===== config.mk =====
export PLATFORM = sky130hd
export DESIGN_NAME = dense_vec_packer
export DESIGN_NICKNAME = d
export VERILOG_FILES = /design/src/rtl/dense_pkg.sv /design/src/rtl/dense_vec_bank.sv /design/src/rtl/dense_vec_packer.sv
export SDC_FILE = /design/constraint.sdc
export NUM_CORES = 1
export LEC_CHECK = 0
export ABC_AREA = 1
export BUFFER_PORTS_ARGS = -buffer_cell sky130_fd_sc_hd__buf_2
export CAP_MARGIN = 20
export CORE_AREA = 10 10 536 538
export CTS_CLUSTER_SIZE = 40
export DETAILED_ROUTE_END_ITERATION = 8
export DIE_AREA = 0 0 546 548
export HOLD_SLACK_MARGIN = 0.02
export SETUP_SLACK_MARGIN = 0.2
export SLEW_MARGIN = 40
export SYNTH_ARGS = -nofsm -noshare
export SYNTH_HDL_FRONTEND = slang
export SYNTH_HIERARCHICAL = 1
export SYNTH_SLANG_ARGS = --single-unit

===== constraint.sdc =====
create_clock -name clk -period 3.35 [get_ports clk]
set_input_delay 0.67 -clock clk [delete_from_list [all_inputs] [get_ports clk]]
set_output_delay 0.67 -clock clk [all_outputs]
set_load 0.03 [all_outputs]

===== src/rtl/dense_pkg.sv =====
// Shared constants and types for the dense-layer front end: element width, layer sizes, packer state.
package dense_pkg;

  localparam int FIXED      = 32;
  localparam int DENSE1_IN  = 42;
  localparam int DENSE1_OUT = 24;
  localparam int DENSE2_IN  = 24;
  localparam int DENSE3_IN  = 96;
  localparam int DENSE3_OUT = 22;

  typedef logic [FIXED-1:0] fixed_t;

  typedef enum logic {
    FILL = 1'b0,
    FULL = 1'b1
  } pack_state_e;

endpackage


===== src/rtl/dense_vec_bank.sv =====
// One NB_ELEM x FIXED register bank; writes one element per enabled cycle at wr_idx.
// Output is the registered bank contents, cleared by reset.
module dense_vec_bank #(
  parameter int FIXED   = 32,
  parameter int NB_ELEM = 42,
  parameter int IDX_W   = 6
) (
  input  logic                     clk,
  input  logic                     rst_n,
  input  logic                     wr_en,
  input  logic [IDX_W-1:0]         wr_idx,
  input  logic [FIXED-1:0]         wr_dat,
  output logic [NB_ELEM*FIXED-1:0] rd_dat
);

  logic [NB_ELEM-1:0][FIXED-1:0] data_q, data_d;

  always_comb begin
    data_d = data_q;
    if (wr_en) begin
      data_d[wr_idx] = wr_dat;
    end
  end

  always_ff @(posedge clk or negedge rst_n) begin
    if (!rst_n) begin
      data_q <= '0;
    end else begin
      data_q <= data_d;
    end
  end

  assign rd_dat = data_q;

endmodule


===== src/rtl/dense_vec_packer.sv =====
// Serial-to-parallel packer: NB_ELEM elements -> one held vector with valid/ready, 1-cycle latency.
// DENSE_VEC_DOUBLE_BUF_EN selects ping-pong banks so filling continues while a vector is presented.
module dense_vec_packer #(
  parameter int FIXED   = dense_pkg::FIXED,
  parameter int NB_ELEM = dense_pkg::DENSE1_IN,
  parameter int IDX_W   = 6
) (
  input  logic                     clk,
  input  logic                     rst_n,
  input  logic                     s_valid,
  output logic                     s_ready,
  input  logic [FIXED-1:0]         s_data,
  input  logic                     s_last,
  output logic                     m_valid,
  input  logic                     m_ready,
  output logic [NB_ELEM*FIXED-1:0] m_data,
  output logic                     err_len
);

  import dense_pkg::*;

  localparam logic [IDX_W-1:0] LAST_IDX = IDX_W'(NB_ELEM - 1);
  localparam logic [IDX_W-1:0] IDX_ONE  = IDX_W'(1);

  logic             live_q, live_d;
  logic [IDX_W-1:0] idx_q, idx_d;
  logic             err_q, err_d;
  logic             accept;
  logic             last_slot;

  assign accept    = s_valid && s_ready;
  assign last_slot = (idx_q == LAST_IDX);
  // s_ready stays low until the first clock edge after reset release
  assign live_d    = 1'b1;
  assign err_len   = err_q;

  always_comb begin
    idx_d = idx_q;
    err_d = 1'b0;
    if (accept) begin
      if (last_slot) begin
        idx_d = '0;
        err_d = !s_last;
      end else if (s_last) begin
        idx_d = '0;
        err_d = 1'b1;
      end else begin
        idx_d = idx_q + IDX_ONE;
      end
    end
  end

  always_ff @(posedge clk or negedge rst_n) begin
    if (!rst_n) begin
      live_q <= 1'b0;
      idx_q  <= '0;
      err_q  <= 1'b0;
    end else begin
      live_q <= live_d;
      idx_q  <= idx_d;
      err_q  <= err_d;
    end
  end

`ifdef DENSE_VEC_DOUBLE_BUF_EN

  logic [1:0]               full_q, full_d;
  logic                     wr_bank_q, wr_bank_d;
  logic                     rd_bank_q, rd_bank_d;
  logic [NB_ELEM*FIXED-1:0] bank_dat [2];

  // the fill bank is only full when both banks are occupied
  assign s_ready = live_q && !full_q[wr_bank_q];
  assign m_valid = full_q[rd_bank_q];
  assign m_data  = bank_dat[rd_bank_q];

  always_comb begin
    full_d    = full_q;
    wr_bank_d = wr_bank_q;
    rd_bank_d = rd_bank_q;
    if (m_valid && m_ready) begin
      full_d[rd_bank_q] = 1'b0;
      rd_bank_d         = !rd_bank_q;
    end
    if (accept && last_slot) begin
      full_d[wr_bank_q] = 1'b1;
      wr_bank_d         = !wr_bank_q;
    end
  end

  always_ff @(posedge clk or negedge rst_n) begin
    if (!rst_n) begin
      full_q    <= '0;
      wr_bank_q <= 1'b0;
      rd_bank_q <= 1'b0;
    end else begin
      full_q    <= full_d;
      wr_bank_q <= wr_bank_d;
      rd_bank_q <= rd_bank_d;
    end
  end

  for (genvar b = 0; b < 2; b++) begin : g_bank
    dense_vec_bank #(
      .FIXED   (FIXED),
      .NB_ELEM (NB_ELEM),
      .IDX_W   (IDX_W)
    ) u_bank (
      .clk    (clk),
      .rst_n  (rst_n),
      .wr_en  (accept && (wr_bank_q == 1'(b))),
      .wr_idx (idx_q),
      .wr_dat (s_data),
      .rd_dat (bank_dat[b])
    );
  end

`else

  pack_state_e              state_q, state_d;
  logic [NB_ELEM*FIXED-1:0] bank_dat;

  assign s_ready = live_q && (state_q == FILL);
  assign m_valid = (state_q == FULL);
  assign m_data  = bank_dat;

  always_comb begin
    state_d = state_q;
    case (state_q)
      FILL:    if (accept && last_slot) state_d = FULL;
      FULL:    if (m_ready)             state_d = FILL;
      default: state_d = FILL;
    endcase
  end

  always_ff @(posedge clk or negedge rst_n) begin
    if (!rst_n) begin
      state_q <= FILL;
    end else begin
      state_q <= state_d;
    end
  end

  dense_vec_bank #(
    .FIXED   (FIXED),
    .NB_ELEM (NB_ELEM),
    .IDX_W   (IDX_W)
  ) u_bank (
    .clk    (clk),
    .rst_n  (rst_n),
    .wr_en  (accept),
    .wr_idx (idx_q),
    .wr_dat (s_data),
    .rd_dat (bank_dat)
  );

`endif

endmodule


== After elaboration in Yosys (flattened, before gate mapping) ==
Cells that the tools add are included.
Cells by class
  add/subtract/negate cells: 1
  multiply operators: 0
  divide/modulo/power cells: 0
  magnitude comparators: 2
  eq/ne operators: 1
  shift operators: 0
  multiplexer cells: 11
  bitwise logic cells: 1
  reduce and logical (&&, ||, !) cells: 5
Operators by type and width (count)
  $bwmux 1344: 1
  $demux 32 s6: 1
  $mux 32: 1
  $mux 6: 2
  $lt 6x7->1 const B: 1
  $add 6x1->6 const B: 1
  $eq 6x6->1 const B: 1
  $ge 6x1->1 const B: 1
  $mux 1: 5
  $logic_and 1x1->1: 4
  $pmux 1 s2: 1
  $logic_not 1->1: 1
  $not 1->1: 1
Word-level totals
  bits in registers: 1353
  bits in latches: 0
  bits in writable memories: 0
  bits in read-only memories: 0
  input port bits: 37
  output and inout port bits: 1347
  word-level logic and storage cells: 67
  memories kept: 0

== Logic depth before layout (Yosys ltp) ==
  depth in word-level cells: 6
  mapped depth: 10
  depth with buffers taken out: 9

== By module ==
The synthesis kept the hierarchy.
Modules (own cells, without submodules)
  dense_vec_bank: instances 1, cells an instance 5359, area each 50587.3 µm², sequential area each 33632.3 µm²
  dense_vec_packer: instances 1, cells an instance 58, area each 499.2 µm², sequential area each 225.2 µm²

== Worst setup path after synthesis ==
OpenSTA, ideal clock, no wires.
  path type: input to register
  from: input port s_valid
  to: register u_bank.data_q (netlist bit u_bank/rd_dat[1219])
  setup time: 129 ps
  data arrival time: 1860 ps
  data required time: 3221 ps
  path slack: 1361 ps
  cell stages on the path: 9
  path buffers: 2
  cell sequence: nand3_4 > inv_2 > buf_4 > nand2_4 > nor2_8 > nand2_4 > clkbuf_1 > nand2_1 > o21ai_1
Between the ends
  longest elaborated chain between the ends: 1
RTL lines
  start: declaration: line dense_vec_packer.sv:10  | input logic s_valid,
  $logic_and 1x1->1: line dense_vec_packer.sv:31  | assign accept = s_valid && s_ready;
  net accept: line dense_vec_packer.sv:28  | logic accept;
  end signal: assignment: line dense_vec_bank.sv:29  | data_q <= data_d;
  end: declaration: line dense_vec_bank.sv:16  | logic [NB_ELEM-1:0][FIXED-1:0] data_q, data_d;
The timed path passes the listed nets, and every way through them passes these cells.
A chain may end at the register's enable or synchronous reset.

== Worst setup path in the final report ==
  from: register idx_q[2]
  to: register u_bank.data_q (netlist bit u_bank/rd_dat[795])
Between the ends
  longest elaborated chain between the ends: 5
  elaborated cells between the ends (all ways): 6
  classes of those cells: 2 x order compare; 3 x mux; 1 x reduce/logical
RTL lines
  start: declaration: line dense_vec_packer.sv:26  | logic [IDX_W-1:0] idx_q, idx_d;
  start signal: assignment: line dense_vec_packer.sv:60  | idx_q <= idx_d;
  $lt 6x7->1 (implied by the code) or $ge 6x1->1 (tied branches): line dense_vec_bank.sv:21  | data_d[wr_idx] = wr_dat;
  $logic_and 1x1->1 (implied by the code): line dense_vec_bank.sv:21
  $mux 32 (implied by the code): line dense_vec_bank.sv:21
  $demux 32 s6 (*)
  $bwmux 1344 (*): line dense_vec_bank.sv:21
Mark *: on every way between the ends. The rest lies on a longest branch, timed or not.

==> flow_summary.ini <==
[setup_path]
crit_path_end = u_bank/rd_dat[795]$_DFFE_PN0P_
cp.arrival_ps = 3350
worst-path-max-fanout = 19
start_kind = register
criticalPathCategory = register to register
end_kind = register
reg2reg_slack_ps = 710
rr_startpoint = idx_q[2]$_DFFE_PN0P_
critPathLaunch = idx_q[2]$_DFFE_PN0P_
cp.required_ps = 4060
r2r_cells = 6
worst_r2r_endpoint = u_bank/rd_dat[795]$_DFFE_PN0P_

[clock_tree]
cts_resized = 0
clk_pin_slew_ps = 60
cts_buffers = 155
cts_setup_buffers = 0
htreeDepth = 4
cts.sinks = 1353
ctsHoldBuffers = 1
cts_root_buffer = clkbuf_16
cts_buffer_depth = 4
clock_latency_ps = 840
cts_tree = built

[global_route]
grt_pass1_wl_um = 368400
grt_start_max_net_pins = 91
grt_overflow_total = 0
antenna_found_initial = 35
grtUsageTotal = 0.1728
first_global_vias = 43350

[power_and_ir_drop]
p_comb_frac = 0.143
power_switching_mw = 12.50
clkPwrFrac = 0.418
irDropWorstVdd_mv = 0.4638
intPower_mw = 28.35
power.density_nw_per_um2 = 603.6
p_leak_nw = 38.27
netSwitchingFraction = 0.3060
seqPwrFrac = 0.439

[placement]
dp_hpwl_um = 193000
io_buffers = 1383
globalplace.congestion = 0.7900
placed_cell_area_sq_um = 62560

[timing]
clock_skew_ps = 45.76
rsz0062_at_grt = no
setup_viol = 0
maxSlewViolCount = 0
maxSlewHeadroom = 0.2981
fin_crit_ps = 2636
holdWs_ps = 172.4
hold_viol = 0
fmax_mhz = 379.4
setup_tns_ps = 0
worst_pin_slew_ps = 1053
fin_crit_sh = 0.7868

[synthesis]
synth_top_area_frac = 0.6627
synth_top_area_cell = dfrtp_1
synthTopCellsByArea = dfrtp_1, nand2_1, o21ai_0
syn-instance-count = 5417
yosys.cell_types.count = 31
postSynthAreaPerCell_sq_um = 9.431
syn_nets = 5456
netlist_area_sq_um = 51090
synth-seq-cells = 1353
yosysWarnings = 6
ys_seq_area_frac = 0.6627

[routing]
drcViolationCount = 0
drtPass1Iterations = 5
ant_nets = 0
vias_per_cell = 4.199
vias = 44370
drt-total-wl_um = 271900
drtIter0Drc = 4373
wl_per_cell_um = 25.73

[floorplan]
io_pins = 1384
die_area_sq_um = 299200
core_area_sq_um = 276000
start_util = 0.1851
die_h_um = 548
core.rowCount = 193
fp.dieW_um = 546

[finish]
drive_gt1_frac = 0.2785
seq_area_sq_um = 33860
syn_to_final_growth_pct = 32.45
multi_input_comb_area_sq_um = 15040
final_common_cell = nand2_1
layout_common_cells = nand2_1, buf_2, dfrtp_1
nets = 6766
final_area_sq_um = 67670
final_core_util = 0.2452
nFillCells = 30030

[flow_run]
cap_violations = 0

[status]
status = completed

[min_path]
hold_path.class = input port to register
## cells in the mapped netlist (all sizes together)
cell and number:
nor3 2, inv 57, nor2 39, a21oi 1, buf 231, xor2 1, dfrtp 1353, nand2 2655
conb 1, or2 1, clkbuf 189, o21bai 2, nand3 205, nand4 3, ha 2, o21ai 673
o22ai 2
## sequential cells by signal, summed over array words and instances, names as in the netlist
| signal | count |
|---|---|
| m_valid | 1 |
| err_len | 1 |
| idx_q | 6 |
| live_q | 1 |
| u_bank/rd_dat | 1344 |
## final cells by class
| cell class | instances | area share |
|---|---|---|
| diodes | 19 | 0.0007027 |
| multi-input cells | 3587 | 0.2223 |
| well taps | 3705 | 0.06851 |
| clock inverters | 46 | 0.007618 |
| clock buffers | 228 | 0.06671 |
| inverters | 57 | 0.003347 |
| flip-flops and latches | 1353 | 0.5004 |
| repair buffers | 1573 | 0.1304 |
## worst min path at each step
stage	startpoint	endpoint	slack [ps]	depth (start not counted)
global route	m_ready	m_valid$_DFF_PN0_	70	2
floorplan	rst_n	err_len$_DFF_PN0_	370	0
CTS	m_ready	m_valid$_DFF_PN0_	50	2
detailed placement	u_bank/rd_dat[814]$_DFFE_PN0P_	u_bank/rd_dat[814]$_DFFE_PN0P_	450	2
global placement	u_bank/rd_dat[374]$_DFFE_PN0P_	u_bank/rd_dat[374]$_DFFE_PN0P_	450	2
finish	m_ready	m_valid$_DFF_PN0_	170	2
## power groups by stage
stage                     logic (mW)  clock network, mW  registers (mW)
after floorplan                 1.09                  0            20.2
after global placement          5.90                  0            18.2
after detailed placement        5.97                  0            18.2
after CTS                       5.96               17.5            17.9
after global routing            6.26               18.1            18.0
final                           5.85               17.1            17.9
## routing by layer
layer,part of all wire,wire (um),vias to the layer above,track usage
li1,-,-,19620,-
met3,0.099,27040,501,0.05420
met5,0.000048,13,-,0
met2,0.46,125400,2464,0.2794
met4,0.043,11750,2,0.06978
met1,0.40,107700,21790,0.2139
## worst max-delay path, cell delays in order (launching register included)
cell and delay, ps:
dfrtp_1 640, nor2_4 310, nand3_4 410, nor2_4 670, buf_4 320, nand2_1 80, nand2_1 90
## logic make-up after synthesis
logic type / after synthesis / synth area share
and+or+nand+nor: 2905 / 0.2252
DFF: 1353 / 0.6627
AOI/OAI and AO/OA: 678 / 0.06657
buffers and inverters: 477 / 0.04475
adders and majority gates: 2 / 0.0004898
xor gates and xnor gates: 1 / 0.0001715
other: 1 / 0.00007340
## metrics by stage
| step | power [mW] | std cells | setup slack (ps) |
|---|---|---|---|
| CTS | 41.34 | 10550 | 592.3 |
| finish | 40.84 | 10570 | 714.2 |
| global route | 42.38 | 10560 | 532.5 |
| global placement | 24.05 | 10270 | 65.07 |
| detailed placement | 24.14 | 10270 | 415.6 |
| floorplan | 21.24 | 5417 | 1361 |
No activity file was read; power rests on OpenSTA's default activity.
